**config.mk**
```make
export PLATFORM = sky130hd
export DESIGN_NAME = digit_entry
export DESIGN_NICKNAME = d
export VERILOG_FILES = /design/src/rtl/digit_entry_pkg.sv /design/src/rtl/digit_entry_edge_cond.sv /design/src/rtl/digit_entry.sv
export SDC_FILE = /design/constraint.sdc
export NUM_CORES = 1
export LEC_CHECK = 0
export ABC_AREA = 0
export CORE_MARGIN = 2
export CORE_UTILIZATION = 46
export CTS_CLUSTER_DIAMETER = 50
export CTS_CLUSTER_SIZE = 14
export DETAILED_ROUTE_END_ITERATION = 8
export PLACE_DENSITY_LB_ADDON = 0.15
export SKIP_CTS_REPAIR_TIMING = 1
export SLEW_MARGIN = 20
export SYNTH_ARGS = -nofsm -noshare
export SYNTH_HDL_FRONTEND = slang
export SYNTH_SLANG_ARGS = --single-unit
```
**constraint.sdc**
```tcl
create_clock -name hz100 -period 1.8 [get_ports hz100]
set_clock_uncertainty 0.05 [all_clocks]
set_input_delay 0.27 -clock hz100 [delete_from_list [all_inputs] [get_ports hz100]]
set_output_delay 0.27 -clock hz100 [all_outputs]
set_load 0.02 [all_outputs]
```
**src/rtl/digit_entry_pkg.sv**
```systemverilog
// Shared types and defaults for the hex keypad digit-entry block.
package digit_entry_pkg;

  typedef logic [3:0] digit_t;

  typedef enum logic [1:0] {
    OP_NONE,
    OP_CLR,
    OP_BKSP,
    OP_KEY
  } op_t;

  localparam int unsigned DEFAULT_MAX_DIGITS = 8;

  // Lowest asserted key line wins.
  function automatic digit_t prio_enc(input logic [15:0] lines);
    digit_t code;
    logic   found;
    code  = '0;
    found = 1'b0;
    for (int unsigned i = 0; i < 16; i++) begin
      if (lines[i] && !found) begin
        code  = digit_t'(i);
        found = 1'b1;
      end
    end
    return code;
  endfunction

endpackage

```
**src/rtl/digit_entry_edge_cond.sv**
```systemverilog
// Input conditioner: two-flop synchronizer, optional debounce (DIGIT_ENTRY_DEBOUNCE_EN)
// and rising-edge event on the OR of the conditioned lines.
module edge_cond
  import digit_entry_pkg::*;
#(
  parameter int unsigned WIDTH           = 1,
  parameter int unsigned DEBOUNCE_CYCLES = 4
) (
  input  logic             clk,
  input  logic             reset,
  input  logic [WIDTH-1:0] din,
  output logic [WIDTH-1:0] vec,
  output logic             rise
);

  if (DEBOUNCE_CYCLES == 0) begin : g_cfg_check
    $error("edge_cond: DEBOUNCE_CYCLES must be at least 1");
  end

  logic [WIDTH-1:0] meta_q, sync_q;
  logic [1:0]       warm_q, warm_d;
  logic             prev_q, prev_d;
  logic             arm_q, arm_d;
  logic             level;

`ifdef DIGIT_ENTRY_DEBOUNCE_EN
  localparam int unsigned CNTW = $clog2(DEBOUNCE_CYCLES + 1);

  logic             lvl_q, lvl_d;
  logic [CNTW-1:0]  cnt_q, cnt_d;
  logic [WIDTH-1:0] cap_q, cap_d;
  logic             sync_lvl;

  assign sync_lvl = |sync_q;

  // The lines are latched at the moment the level is accepted as high.
  always_comb begin
    lvl_d = lvl_q;
    cnt_d = '0;
    cap_d = cap_q;
    if (sync_lvl != lvl_q) begin
      if (cnt_q == CNTW'(DEBOUNCE_CYCLES - 1)) begin
        lvl_d = sync_lvl;
        if (sync_lvl) cap_d = sync_q;
      end else begin
        cnt_d = cnt_q + 1'b1;
      end
    end
  end

  always_ff @(posedge clk) begin
    if (reset) begin
      lvl_q <= 1'b0;
      cnt_q <= '0;
      cap_q <= '0;
    end else begin
      lvl_q <= lvl_d;
      cnt_q <= cnt_d;
      cap_q <= cap_d;
    end
  end

  assign level = lvl_q;
  assign vec   = cap_q;
`else
  assign level = |sync_q;
  assign vec   = sync_q;
`endif

  // Events are only armed once the synchronizer has seen the input low after
  // reset, so a button held through reset must be released first.
  always_comb begin
    warm_d = {warm_q[0], 1'b1};
    prev_d = level;
    arm_d  = arm_q | (warm_q[1] & ~(|sync_q));
  end

  always_ff @(posedge clk) begin
    if (reset) begin
      meta_q <= '0;
      sync_q <= '0;
      warm_q <= '0;
      prev_q <= 1'b0;
      arm_q  <= 1'b0;
    end else begin
      meta_q <= din;
      sync_q <= meta_q;
      warm_q <= warm_d;
      prev_q <= prev_d;
      arm_q  <= arm_d;
    end
  end

  assign rise = level & ~prev_q & arm_q;

endmodule

```
**src/rtl/digit_entry.sv**
```systemverilog
// Hex keypad digit-entry register with backspace and clear; debounce of the
// inputs is compiled in with DIGIT_ENTRY_DEBOUNCE_EN.
module digit_entry
  import digit_entry_pkg::*;
#(
  parameter int unsigned MAX_DIGITS      = DEFAULT_MAX_DIGITS,
  parameter int unsigned DEBOUNCE_CYCLES = 4
) (
  input  logic                               hz100,
  input  logic                               reset,
  input  logic [15:0]                        keys,
  input  logic                               bksp,
  input  logic                               clr,
  output logic [4*MAX_DIGITS-1:0]            digits,
  output logic [MAX_DIGITS-1:0]              digit_en,
  output logic [$clog2(MAX_DIGITS+1)-1:0]    count,
  output logic                               full,
  output logic                               accept
);

  localparam int unsigned CW = $clog2(MAX_DIGITS + 1);
  localparam int unsigned DW = 4 * MAX_DIGITS;

  logic [15:0]   key_vec;
  logic          key_ev, bksp_ev, clr_ev;
  logic          unused_bksp_vec, unused_clr_vec;
  digit_t        key_code;
  op_t           op;
  logic          full_w;

  logic [DW-1:0] digits_q, digits_d;
  logic [CW-1:0] count_q, count_d;
  logic          accept_q, accept_d;

  edge_cond #(.WIDTH(16), .DEBOUNCE_CYCLES(DEBOUNCE_CYCLES)) u_key_cond (
    .clk(hz100), .reset(reset), .din(keys), .vec(key_vec), .rise(key_ev)
  );

  edge_cond #(.WIDTH(1), .DEBOUNCE_CYCLES(DEBOUNCE_CYCLES)) u_bksp_cond (
    .clk(hz100), .reset(reset), .din(bksp), .vec(unused_bksp_vec), .rise(bksp_ev)
  );

  edge_cond #(.WIDTH(1), .DEBOUNCE_CYCLES(DEBOUNCE_CYCLES)) u_clr_cond (
    .clk(hz100), .reset(reset), .din(clr), .vec(unused_clr_vec), .rise(clr_ev)
  );

  assign key_code = prio_enc(key_vec);
  assign full_w   = (count_q == CW'(MAX_DIGITS));

  always_comb begin
    op = OP_NONE;
    if (clr_ev)       op = OP_CLR;
    else if (bksp_ev) op = OP_BKSP;
    else if (key_ev)  op = OP_KEY;
  end

  always_comb begin
    digits_d = digits_q;
    count_d  = count_q;
    accept_d = 1'b0;
    case (op)
      OP_CLR: begin
        digits_d = '0;
        count_d  = '0;
      end
      OP_BKSP: begin
        if (count_q != '0) begin
          digits_d = {4'h0, digits_q[DW-1:4]};
          count_d  = count_q - 1'b1;
        end
      end
      OP_KEY: begin
        if (!full_w) begin
          digits_d = {digits_q[DW-5:0], key_code};
          count_d  = count_q + 1'b1;
          accept_d = 1'b1;
        end
      end
      default: ;
    endcase
  end

  always_ff @(posedge hz100) begin
    if (reset) begin
      digits_q <= '0;
      count_q  <= '0;
      accept_q <= 1'b0;
    end else begin
      digits_q <= digits_d;
      count_q  <= count_d;
      accept_q <= accept_d;
    end
  end

  always_comb begin
    digit_en = '0;
    for (int unsigned i = 0; i < MAX_DIGITS; i++) begin
      digit_en[i] = (i < 32'(count_q));
    end
  end

  assign digits = digits_q;
  assign count  = count_q;
  assign full   = full_w;
  assign accept = accept_q;

endmodule

```
Yosys cells after proc, flatten, opt, wreduce, memory -nomap -nowiden
Index checks and enable logic that the tools add are counted.
{ "totals": {"out_inout_bits": 46, "ff_bits": 85, "elab_cells": 134, "input_bits": 20} }
{ "classes": {"eq_ne": 6, "mux": 43, "order_cmp": 8, "bitwise_logic": 19, "reduce_logical": 35, "add_sub_neg": 2} }
{ "op_table": {"columns": ["op", "n"], "rows": [
  ["one-hot mux 32 bit (3 select lines)", 1],
  ["2-to-1 mux 32 bit", 2],
  ["2-to-1 mux 4 bit", 16],
  ["2-to-1 mux 1 bit", 20],
  ["less-than comparator 3 x 4 -> 1 bit, first input constant", 4],
  ["OR reduction 16 bit", 1],
  ["logical AND 1 bit", 15],
  ["zero test 1 bit", 15],
  ["one-hot mux 4 bit (3 select lines)", 1],
  ["bitwise AND 1 bit", 9],
  ["less-than comparator 1 x 4 -> 1 bit, first input constant", 2],
  ["less-than comparator 2 x 4 -> 1 bit, first input constant", 2],
  ["inverter 1 bit", 7],
  ["2-to-1 mux 2 bit", 3],
  ["adder 4 x 1 -> 4 bit, second input constant", 1],
  ["equality test 2 bit, second input constant", 2],
  ["equality test 4 bit, second input constant", 1],
  ["!= test 2 bit, second input constant", 2],
  ["nonzero test 4 bit", 1],
  ["subtractor 4 x 1 -> 4 bit, second input constant", 1],
  ["bitwise OR 1 bit", 3],
  ["AND reduction 3 bit", 1],
  ["nonzero test 3 bit", 1],
  ["equality test 2 x 1 -> 1 bit, second input constant", 1],
  ["OR reduction 2 bit", 1]
]} }

Depth between registers and ports, before layout
{ "depth": {"word_depth": 48, "mapped_depth": 8, "mapped_depth_nobuf": 7} }

Modules after synthesis
Synthesis repeated with hierarchy kept, for this count alone.
{ "hier_totals": {"cells_unflattened": 346, "area_unflattened_um2": 3507.1} }
{ "by_module_without_submodules": {"columns": ["mod", "area_each_um2", "n_inst", "cells_per_inst", "seq_area_each_um2"], "rows": [
  ["digit_entry", 2077.0, 1, 234, 740.7],
  ["edge_cond (u_key_cond)", 1069.8, 1, 82, 720.7],
  ["edge_cond (u_bksp_cond ...)", 180.2, 2, 15, 120.1]
]} }

Worst setup path before layout
Ideal clock, no wire load.
{ "synth_timing": {"path_type": "register to register", "from": "register count_q[1] (netlist: count[1])", "to": "register digits_q[22] (netlist: digits[22])", "arrival_time_ps": 2027, "stages_incl_launch_ff": 9, "t_required_ps": 1627, "path_buffers": 1, "setup_slack_ps": -400, "cell_sequence": "dfxtp_1 > inv_1 > ha_1 > and3b_1 > nand3b_1 > o211a_4 > buf_6 > a221oi_1 > nor2_1"} }
{ "synth_via": {"elab_chain_len": 3, "word_cells_on_any_way": 5, "classes_between": "eq/ne (3); reduce/logical (2)"} }
{ "synth_lines": {"columns": ["element", "line_no", "rtl"], "rows": [
  ["start: declaration", "digit_entry.sv:32", "logic [CW-1:0] count_q, count_d;"],
  ["start signal: assignment", "digit_entry.sv:90", "count_q <= count_d;"],
  ["equality test 4 bit", "digit_entry.sv:48", "assign full_w = (count_q == CW'(MAX_DIGITS));"],
  ["via full", "digit_entry.sv:17", "output logic full,"],
  ["!= test 2 bit (no line)", null, null],
  ["AND reduction 3 bit (no line)", null, null],
  ["end signal: assignment", "digit_entry.sv:89", "digits_q <= digits_d;"],
  ["end: declaration", "digit_entry.sv:31", "logic [DW-1:0] digits_q, digits_d;"]
]} }
The timed path passes the listed nets, and every way through them passes these cells.
A chain may end at the register's enable or synchronous reset.

Worst setup path after layout
{ "layout_timing": {"from": "register count_q[0] (netlist: count[0])", "to": "register digits_q[15] (netlist: digits[15])"} }
{ "layout_via": {"elab_chain_len": 3, "word_cells_on_any_way": 5, "classes_between": "eq/ne (3); reduce/logical (2)"} }
{ "layout_lines": {"columns": ["element", "line_no"], "rows": [
  ["equality test 4 bit or nonzero test 4 bit (tied branches)", "digit_entry.sv:48, digit_entry.sv:67"],
  ["!= test 2 bit (no line)", null],
  ["AND reduction 3 bit (no line) *", null]
]} }
Mark *: on every way between the ends. The rest lies on a longest branch, timed or not.

==> results_dict.tcl <==
set metrics [dict create \
    outcome "finished, violations left" \
    violations "setup timing" \
    end_kind "flip-flop" \
    synth_area_um2 3200 \
    start_kind "flip-flop" \
    clock_tree.buffer_depth 2 \
    worstMarginPinSlew_ns 0.426 \
    syn-num-nets 361 \
    drt_iter0_drc 115 \
    h-tree-depth 3 \
    synth_area_leaders "dfxtp_1 51%, nor2b_1 8.0%, a221oi_1 7.1%" \
    antenna_found_initial 0 \
    yosysWarnings 0 \
    final_nets 451 \
    io_buffer_count 65 \
    final_common_cell "dfxtp_1" \
    powerDensity_nw_per_um2 776 \
    drcViolationCount 0 \
    vias 2785 \
    ir_worst_vdd_mv 0.470 \
    fin_area_um2 4570 \
    synth_cell_type_count 43 \
    num_rows 30 \
    routedWlPerCell_um 13.9 \
    cts_tree "done" \
    yosysTopAreaCell "dfxtp_1" \
    ys_seq_area_share_pct 50.7 \
    arrival_ns 2.12 \
    ys_ff_latch 81 \
    via_per_inst 5.43 \
    hold_viol_final 0 \
    p_leak_nw 2.06 \
    cp_max_fo 9 \
    grt_pass1_wl_mm 11.6 \
    gp_congestion 0.772 \
    hpwl_mm 5.07 \
    period_needed_ns 1.94 \
    setup_viol 33 \
    finalCritPeriodShare_pct 108 \
    whs_ns 0.120 \
    clock_latency_ns 0.34 \
    clkTransAtPathRegs_ns 0.08 \
    die_x_um 87.4 \
    grt_max_degree 31 \
    maxSlewHeadroom_pct 71.5 \
    crit_type "reg -> reg" \
    syn_inst 338 \
    grt_usage_pct 19.5 \
    cts_made_buffers 9 \
    drive_gt1_share_pct 23.8 \
    antenna_cells 0 \
    io_pins 66 \
    rsz0062_at_grt "true" \
    final_cell_mix "77 x dfxtp_1, 49 x clkdlybuf4s50_1, 41 x nor2b_1" \
    cts_sinks 81 \
    max_cap_viol_count 0 \
    hold_class "in -> reg" \
    first_pass_iters 4 \
    drv_slew 0 \
    syn_to_final_growth_pct 42.8 \
    grt_pass1_vias 2585 \
    synth_area_per_cell_um2 9.46 \
    synth.top_cell.area_share_pct 50.7 \
    worst_slack_ns -0.136 \
    clockRootBuffer "clkbuf_8" \
    initial_core_util_pct 47.3 \
    cp.required_ns 1.98 \
    ant_nets 0 \
    die_height_um 87.4 \
    grt.overflow.total 0 \
    max_freq_mhz 517 \
    fill_cells 557 \
    dpl_cell_area_um2 4280 \
    routed_wl_mm 7.13 \
    dieArea_um2 7640 \
    core-area_um2 6760 \
    dpl_worst_slack_ns -0.103 \
]
## critical path, stage by stage, from the launching register on
cell and delay, ns:
dfxtp_4 0.36, inv_2 0.04, ha_4 0.15, and3b_2 0.21, nand3b_1 0.24, o211a_4 0.36
buf_12 0.16, a221oi_2 0.18, nor2_1 0.07
## cell type report
cell class	count	area [µm²]	area share, %
Clock inverter	2	12.5	0.274
Tap cell	80	100	2.19
Clock buffer	14	173	3.78
Sequential cell	81	1630	35.7
Timing Repair Buffer	104	1020	22.3
Multi-Input combinational cell	224	1600	35.0
Inverter	8	32.5	0.713
## sequential cells by signal, indices dropped and copies added, names as in the netlist
signal	cells
u_key_cond.arm_q	1
digits	32
u_clr_cond.warm_q	1
u_clr_cond.meta_q	1
u_bksp_cond.arm_q	1
u_bksp_cond.prev_q	1
accept	1
u_clr_cond.prev_q	1
u_key_cond.warm_q	1
u_key_cond.vec	16
u_key_cond.meta_q	16
u_clr_cond.vec	1
u_bksp_cond.meta_q	1
u_key_cond.prev_q	1
u_clr_cond.arm_q	1
count	4
u_bksp_cond.vec	1
## path summary, 6_finish.rpt
check	from	to	slack [ns]	cells after the start
worst max-delay path	count[0]	digits[15]	-0.14	8
worst min-delay path	reset	u_clr_cond.warm_q[0]	0.12	2
worst max register to register	count[0]	digits[15]	-0.14	8
worst min register to register	u_clr_cond.warm_q[0]	u_key_cond.warm_q[1]	0.38	1
## synthesized netlist by cell type
cell	number
inv_1	8
or3_1	1
clkbuf_1	12
o21ai_0	34
buf_2	4
nand4_1	1
nor2b_1	41
or2_2	1
and4_4	1
nand3_1	7
nand3b_1	4
buf_4	1
o211ai_2	1
a21oi_1	14
a31oi_1	1
nor2_1	39
a211oi_1	3
nor4_1	4
nor3_1	3
a32oi_1	1
nor4_2	2
ha_1	3
nor2_2	1
buf_1	1
dfxtp_1	81
o32ai_1	3
nor4_4	1
buf_6	7
a211oi_2	2
a21o_1	4
and3_1	1
a22oi_1	1
xnor2_1	1
a221oi_1	26
or3b_1	1
o22ai_1	1
o21bai_1	1
nand2_1	11
and2_1	3
and3b_1	2
o31a_1	1
o31ai_1	2
o211a_4	1
## where the power goes
| group | switching [mW] | leakage [nW] | internal, mW |
|---|---|---|---|
| registers | 0.0587 | 0.666 | 1.86 |
| clock network | 0.598 | 0.0927 | 0.613 |
| logic | 0.193 | 1.31 | 0.217 |
| total | 0.850 | 2.06 | 2.69 |
## stage by stage
stage                     total power, mW  std cells  utilization, %  setup TNS (ns)
after floorplan                      2.19        338               -           -3.30
after global placement               2.36        495            63.3          -0.842
after detailed placement             2.36        495            63.3           -1.83
after CTS                            3.57        511            66.0           -5.20
after global routing                 3.69        513            67.6           -5.80
final                                3.54        513            67.6           -2.96
## per-layer routing
metal	global-route usage, %	up-vias	routed length (µm)
met5	0	-	0
li1	-	1394	-
met4	10.9	0	180
met1	24.4	1302	3270
met2	30.9	74	3360
met3	4.27	15	319
## kinds of logic after synthesis
kind of cell	count (synthesis)	share of synthesized area, %
XOR/XNOR	1	0.274
adder cells (fa/ha/maj)	3	1.17
AND/OR/NAND/NOR	124	21.4
flip-flops	81	50.7
buffers and inverters	33	5.79
AO/OA/AOI/OAI	96	20.7
Power figures use the tool's default switching activity.
